--- src/rtl/key_event_decoder_if.sv ---
// Signal bundle between one debounced key and its event decoder.
// The pulses are single-cycle strobes with no backpressure: a consumer samples them on the cycle they are high.
interface key_event_decoder_if;
  logic       key_in;
  logic       repeat_en;
  logic       press_pulse;
  logic       release_pulse;
  logic       long_pulse;
  logic       repeat_pulse;
  logic       held;
  logic [7:0] repeat_count;
  logic [1:0] state_dbg;

  modport master (
    output key_in, repeat_en,
    input  press_pulse, release_pulse, long_pulse, repeat_pulse,
    input  held, repeat_count, state_dbg
  );

  modport slave (
    input  key_in, repeat_en,
    output press_pulse, release_pulse, long_pulse, repeat_pulse,
    output held, repeat_count, state_dbg
  );
endinterface

--- src/rtl/key_event_decoder.sv ---
// Turns a debounced key level into press, release, long-press and auto-repeat pulses.
// All outputs are registered; the key level has one cycle of input latency through key_q.
module key_event_decoder #(
  parameter int unsigned CNT_WIDTH     = 24,
  parameter int unsigned LONG_CYCLES   = 12_500_000,
  parameter int unsigned REPEAT_CYCLES = 2_500_000
) (
  input logic                clock,
  input logic                reset,
  key_event_decoder_if.slave kif
);
  typedef enum logic [1:0] {
    ST_IDLE    = 2'd0,
    ST_PRESSED = 2'd1,
    ST_LONG    = 2'd2
  } state_t;

  localparam logic [CNT_WIDTH-1:0] LONG_TC   = CNT_WIDTH'(LONG_CYCLES - 1);
  localparam logic [CNT_WIDTH-1:0] REPEAT_TC = CNT_WIDTH'(REPEAT_CYCLES - 1);

  state_t               state;
  logic [CNT_WIDTH-1:0] counter;
  logic                 key_q;

  assign kif.state_dbg = state;

  always_ff @(posedge clock or posedge reset) begin
    if (reset) begin
      state             <= ST_IDLE;
      counter           <= '0;
      key_q             <= 1'b0;
      kif.press_pulse   <= 1'b0;
      kif.release_pulse <= 1'b0;
      kif.long_pulse    <= 1'b0;
      kif.repeat_pulse  <= 1'b0;
      kif.held          <= 1'b0;
      kif.repeat_count  <= 8'd0;
    end else begin
      key_q             <= kif.key_in;
      kif.press_pulse   <= 1'b0;
      kif.release_pulse <= 1'b0;
      kif.long_pulse    <= 1'b0;
      kif.repeat_pulse  <= 1'b0;
      case (state)
        ST_IDLE: begin
          if (key_q) begin
            state            <= ST_PRESSED;
            kif.press_pulse  <= 1'b1;
            kif.held         <= 1'b1;
            counter          <= '0;
            kif.repeat_count <= 8'd0;
          end
        end
        ST_PRESSED: begin
          // Release is tested first so it wins over a coincident terminal count.
          if (!key_q) begin
            state             <= ST_IDLE;
            kif.release_pulse <= 1'b1;
            kif.held          <= 1'b0;
            counter           <= '0;
          end else if (counter == LONG_TC) begin
            state          <= ST_LONG;
            kif.long_pulse <= 1'b1;
            counter        <= '0;
          end else begin
            counter <= counter + 1'b1;
          end
        end
        ST_LONG: begin
          if (!key_q) begin
            state             <= ST_IDLE;
            kif.release_pulse <= 1'b1;
            kif.held          <= 1'b0;
            counter           <= '0;
          end else if (!kif.repeat_en) begin
            counter <= '0;
          end else if (counter == REPEAT_TC) begin
            kif.repeat_pulse <= 1'b1;
            counter          <= '0;
            if (kif.repeat_count != 8'hFF) kif.repeat_count <= kif.repeat_count + 8'd1;
          end else begin
            counter <= counter + 1'b1;
          end
        end
        default: begin
          state    <= ST_IDLE;
          kif.held <= 1'b0;
          counter  <= '0;
        end
      endcase
    end
  end
endmodule

--- src/flat_wrapper.sv ---
// flat-port wrapper written by rule: the top's interface ports become plain ports
module key_event_decoder_flat 
#(
  parameter int unsigned CNT_WIDTH     = 24,
  parameter int unsigned LONG_CYCLES   = 12_500_000,
  parameter int unsigned REPEAT_CYCLES = 2_500_000
)
  (clock, reset, kif_key_in, kif_repeat_en, kif_press_pulse, kif_release_pulse, kif_long_pulse, kif_repeat_pulse, kif_held, kif_repeat_count, kif_state_dbg);
  key_event_decoder_if kif_i ();
  input logic clock;
  input logic reset;
  input wire logic [$bits(kif_i.key_in)-1:0] kif_key_in;
  input wire logic [$bits(kif_i.repeat_en)-1:0] kif_repeat_en;
  output wire logic [$bits(kif_i.press_pulse)-1:0] kif_press_pulse;
  output wire logic [$bits(kif_i.release_pulse)-1:0] kif_release_pulse;
  output wire logic [$bits(kif_i.long_pulse)-1:0] kif_long_pulse;
  output wire logic [$bits(kif_i.repeat_pulse)-1:0] kif_repeat_pulse;
  output wire logic [$bits(kif_i.held)-1:0] kif_held;
  output wire logic [$bits(kif_i.repeat_count)-1:0] kif_repeat_count;
  output wire logic [$bits(kif_i.state_dbg)-1:0] kif_state_dbg;
  assign kif_i.key_in = kif_key_in;
  assign kif_i.repeat_en = kif_repeat_en;
  assign kif_press_pulse = kif_i.press_pulse;
  assign kif_release_pulse = kif_i.release_pulse;
  assign kif_long_pulse = kif_i.long_pulse;
  assign kif_repeat_pulse = kif_i.repeat_pulse;
  assign kif_held = kif_i.held;
  assign kif_repeat_count = kif_i.repeat_count;
  assign kif_state_dbg = kif_i.state_dbg;
  key_event_decoder #(.CNT_WIDTH(CNT_WIDTH), .LONG_CYCLES(LONG_CYCLES), .REPEAT_CYCLES(REPEAT_CYCLES)) u_core (.clock(clock), .reset(reset), .kif(kif_i));
endmodule
--- config.mk ---
export PLATFORM = sky130hd
export DESIGN_NAME = key_event_decoder_flat
export DESIGN_NICKNAME = d
export VERILOG_FILES = /design/src/rtl/key_event_decoder_if.sv /design/src/rtl/key_event_decoder.sv /design/src/flat_wrapper.sv
export SDC_FILE = /design/constraint.sdc
export NUM_CORES = 1
export LEC_CHECK = 0
export ABC_AREA = 0
export CAP_MARGIN = 20
export CORE_ASPECT_RATIO = 0.6
export CORE_MARGIN = 2
export CORE_UTILIZATION = 52
export CTS_CLUSTER_SIZE = 8
export DETAILED_ROUTE_END_ITERATION = 6
export GPL_TIMING_DRIVEN = 0
export HOLD_SLACK_MARGIN = 0.06
export PLACE_DENSITY = 0.77
export SETUP_SLACK_MARGIN = 0.02
export SLEW_MARGIN = 5
export SYNTH_ARGS = -nofsm -noshare
export SYNTH_HDL_FRONTEND = slang
export SYNTH_SLANG_ARGS = --single-unit
--- constraint.sdc ---
create_clock -name clock -period 2.1 [get_ports clock]
set_input_delay 0.42 -clock clock [delete_from_list [all_inputs] [get_ports clock]]
set_output_delay 0.42 -clock clock [all_outputs]
set_load 0.05 [all_outputs]
==> impl_results.md, run 1 <==
- Status: finished clean
- Final min period: 2.10 ns
- First-pass GRT wire length: 8.14 mm
- # setup viols final: 0
- CTS tree: done
- Clock net sink count: 40
- Largest net degree at the start of global routing: 41
- Die H: 55.0 µm
- Max_cap viols: 0
- Top Ports: 19
- Maximum VDD drop: 0.723 mV
- Worst-path cell chain: nor3_1 -> nand4_4 -> o41a_1 -> nor3_4 -> buf_6 -> nor2_2
- Max Slew Vio Count: 0
- Avg WL per Cell: 15.4 µm
- Register Area: 1000 µm²
- Hold Crit Class: register to register
- Worst Path Class, Setup: register to register
- Max stage delay on crit path: 0.49 ns
- Die width: 89.0 µm
- Peak Freq: 477 MHz
- Post-synth EDFFs: 0
- Port Buffers: 18
- Worst path required time: 2.29 ns
- Nets@finish: 283
- Mapped Nets: 243
- Routability Congestion: 0.844
- GR Overflow Total: 0
- Max-slew headroom: 43.4%
- Top FF cell, synth: dfrtp_1
- Worst path slowest cell: o41a_1
- R2r setup slk: 0.004 ns
- Final wirelength: 5.15 mm
- Die ar.: 4900 µm²
- Core area: 4140 µm²
- Leak: 0.00113 µW
- Total power: 2230 µW
- # DRC: 0
- CP top delay family: simple AND/OR/NAND/NOR gates
- Critical Path AT: 2.28 ns
- Post-Syn Area: 2250 µm²
- Bufs and invs on worst path: 1
- Clk Latency, worst-skew pair: 0.30 ns
- Ant diodes: 0
- Final hold vios: 0
- RSZ-0062 raised after global routing: yes
- Hpwl dp: 3.33 mm
- CTS Buf Count: 5
- Min Hold Slack: 0.540 ns
- Worst clock skew: 0.00983 ns
- Cells after Synth: 234
- P&R area growth vs syn: 29.1%
- Slew @ Worst Pin: 0.848 ns
- Initial antenna violation count: 0
- Post-synth ARST share: 100%
- Crit path launch type: register
- Root Driver: clkbuf_8
- Yosys top cell area share: 44.4%
- Vias: 1841
- Count of different cell masters after synthesis: 47
- Critical path peak fanout: 5
- Syn avg cell area: 9.64 µm²
- Vias in the first global route: 1664
- Power per cell area: 767 nW/µm²
- DRT Pass-1 Iters: 4
- Synth area leaders: dfrtp_1 (44%), xnor2_1 (7.4%), nor2_2 (5.5%)
- Crit. End Element: register
- Warnings, synthesis: 0
- FP Rows: 18
- Register area share after synthesis: 44.4%
- DRT antenna net count: 0
- Fill cells: 328
- Layout cells sized above 1: 27.3%
- Starting DRT DRC Count: 156
- Worst-path clk slew: 0.09 ns
- Drt via density: 5.50
- Fin crit share: 99.8%
- H-tree Lvls: 2
- Area occupied by multi-input gates: 1290 µm²
- Global Route Usage Sum: 23.0%
- Starting density of the core: 54.4%
- Synth area leader: dfrtp_1
- Clock Tree Buf Depth: 2
- Hold bufs inserted after CTS: 0
- Synth Register Bits: 40
## stage by stage
step           instance area (µm²)  TNS [ns]  utilization (%)  setup WS [ns]  instances
2_1_floorplan                 2290    -0.175                -        -0.0886        234
3_3_place_gp                  2550     -7.01             61.4         -0.253        312
3_5_place_dp                  2550     -2.34             61.4         -0.111        312
4_1_cts                       2780         0             67.1         0.0194        329
5_1_grt                       2910     -1.09             70.2        -0.0684        335
6_report                      2910         0             70.2        0.00425        335
## timing repair
| item | CTS | global route |
|---|---|---|
| endpoints found under the hold margin | 0 | 0 |
| endpoints found under the setup margin | 28 | 28 |
| pin swaps | 4 | 22 |
| cloned | 2 | 0 |
| setup buffers | 7 | 6 |
| gates resized for setup | 12 | 18 |
## flip-flops by register name, summed over array words and instances (netlist names)
register                  count
u_core.kif.state_dbg          2
u_core.kif.press_pulse        1
u_core.kif.repeat_count       8
u_core.key_q                  1
u_core.counter               24
u_core.kif.repeat_pulse       1
u_core.kif.release_pulse      1
u_core.kif.held               1
u_core.kif.long_pulse         1
## cell families after synthesis
logic type,count (synthesis),share of synthesized area [%]
AO/OA/AOI/OAI,26,7.33
XOR/XNOR,22,8.55
buffers and inverters,21,4.33
multiplexers,2,0.888
adder cells (fa/ha/maj),5,2.77
flip-flops,40,44.4
AND/OR/NAND/NOR,118,31.7
## area by class of cell
class	instances	area share [%]
timing repair buffer	33	10.4
buffer	7	1.98
clock inverter	1	1.03
sequential	40	34.5
clock buffer	7	3.31
tap	60	2.58
multi-input combinational	173	44.4
inverter	14	1.81
## cells in the mapped netlist, types with 3 or more instances
library cell / n
nor2_2: 20
nand3_1: 10
and3_1: 4
nand4_1: 7
nand2_1: 21
and4_1: 3
nor4_1: 4
nor3_1: 10
nor4_2: 3
o21ai_0: 9
a21oi_1: 6
nor2_1: 17
xor2_1: 3
ha_1: 5
dfrtp_1: 40
xnor2_1: 19
inv_1: 14
## path summary, 6_finish.rpt
kind                                          startpoint                             endpoint  cells past startpoint
setup / recovery           u_core.counter[6]$_DFFE_PP0N_       u_core.counter[20]$_DFFE_PP0N_                      6
min in group asynchronous                          reset       u_core.counter[14]$_DFFE_PP0N_                      2
hold reg to reg              u_core.kif.held$_DFFE_PP0P_          u_core.kif.held$_DFFE_PP0P_                      2
max in group asynchronous                          reset  u_core.kif.state_dbg[1]$_DFFE_PP0P_                      2
hold / removal               u_core.kif.held$_DFFE_PP0P_          u_core.kif.held$_DFFE_PP0P_                      2
setup reg to reg           u_core.counter[6]$_DFFE_PP0N_       u_core.counter[20]$_DFFE_PP0N_                      6
## report_power, final
group	switching, µW	internal [µW]
Combinational	429	258
Clock	288	420
Sequential	26.0	811
## cell usage in the layout, fill, tap and decap left out, types with 3 or more instances in the layout
cell	netlist	layout
a21oi_1	6	6
and3_1	4	3
and4_1	3	3
buf_4	0	14
buf_6	2	5
clkbuf_8	0	7
clkdlybuf4s50_1	0	17
dfrtp_1	40	37
dfrtp_2	0	3
ha_1	5	3
inv_1	14	11
inv_2	0	3
nand2_1	21	21
nand3_1	10	8
nand4_1	7	7
nor2_1	17	16
nor2_2	20	13
nor2_4	0	8
nor3_1	10	8
nor4_1	4	3
o21ai_0	9	8
xnor2_1	19	19
xor2_1	3	3
## worst min-delay path, stage by stage, from the launching register on
cell	delay, ns
dfrtp_1	0.37
nand3_1	0.07
o21ai_0	0.07
## layer usage
layer / global-route usage, % / part of all wire (%) / up-vias
li1: - / - / 899
met1: 34.1 / 51 / 897
met2: 33.1 / 42 / 36
met3: 5.34 / 5.2 / 9
met4: 7.71 / 1.4 / 0
met5: 0 / 0 / -
Note: power is estimated with default switching activity, not from simulation.
==> inputs of run 2 (changes only) <==
Settings changed: HOLD_SLACK_MARGIN 0.06 to 0.1.
==> results of run 2 <==
Same layout as run 1: the final DEF is identical, and so are final timing and power.
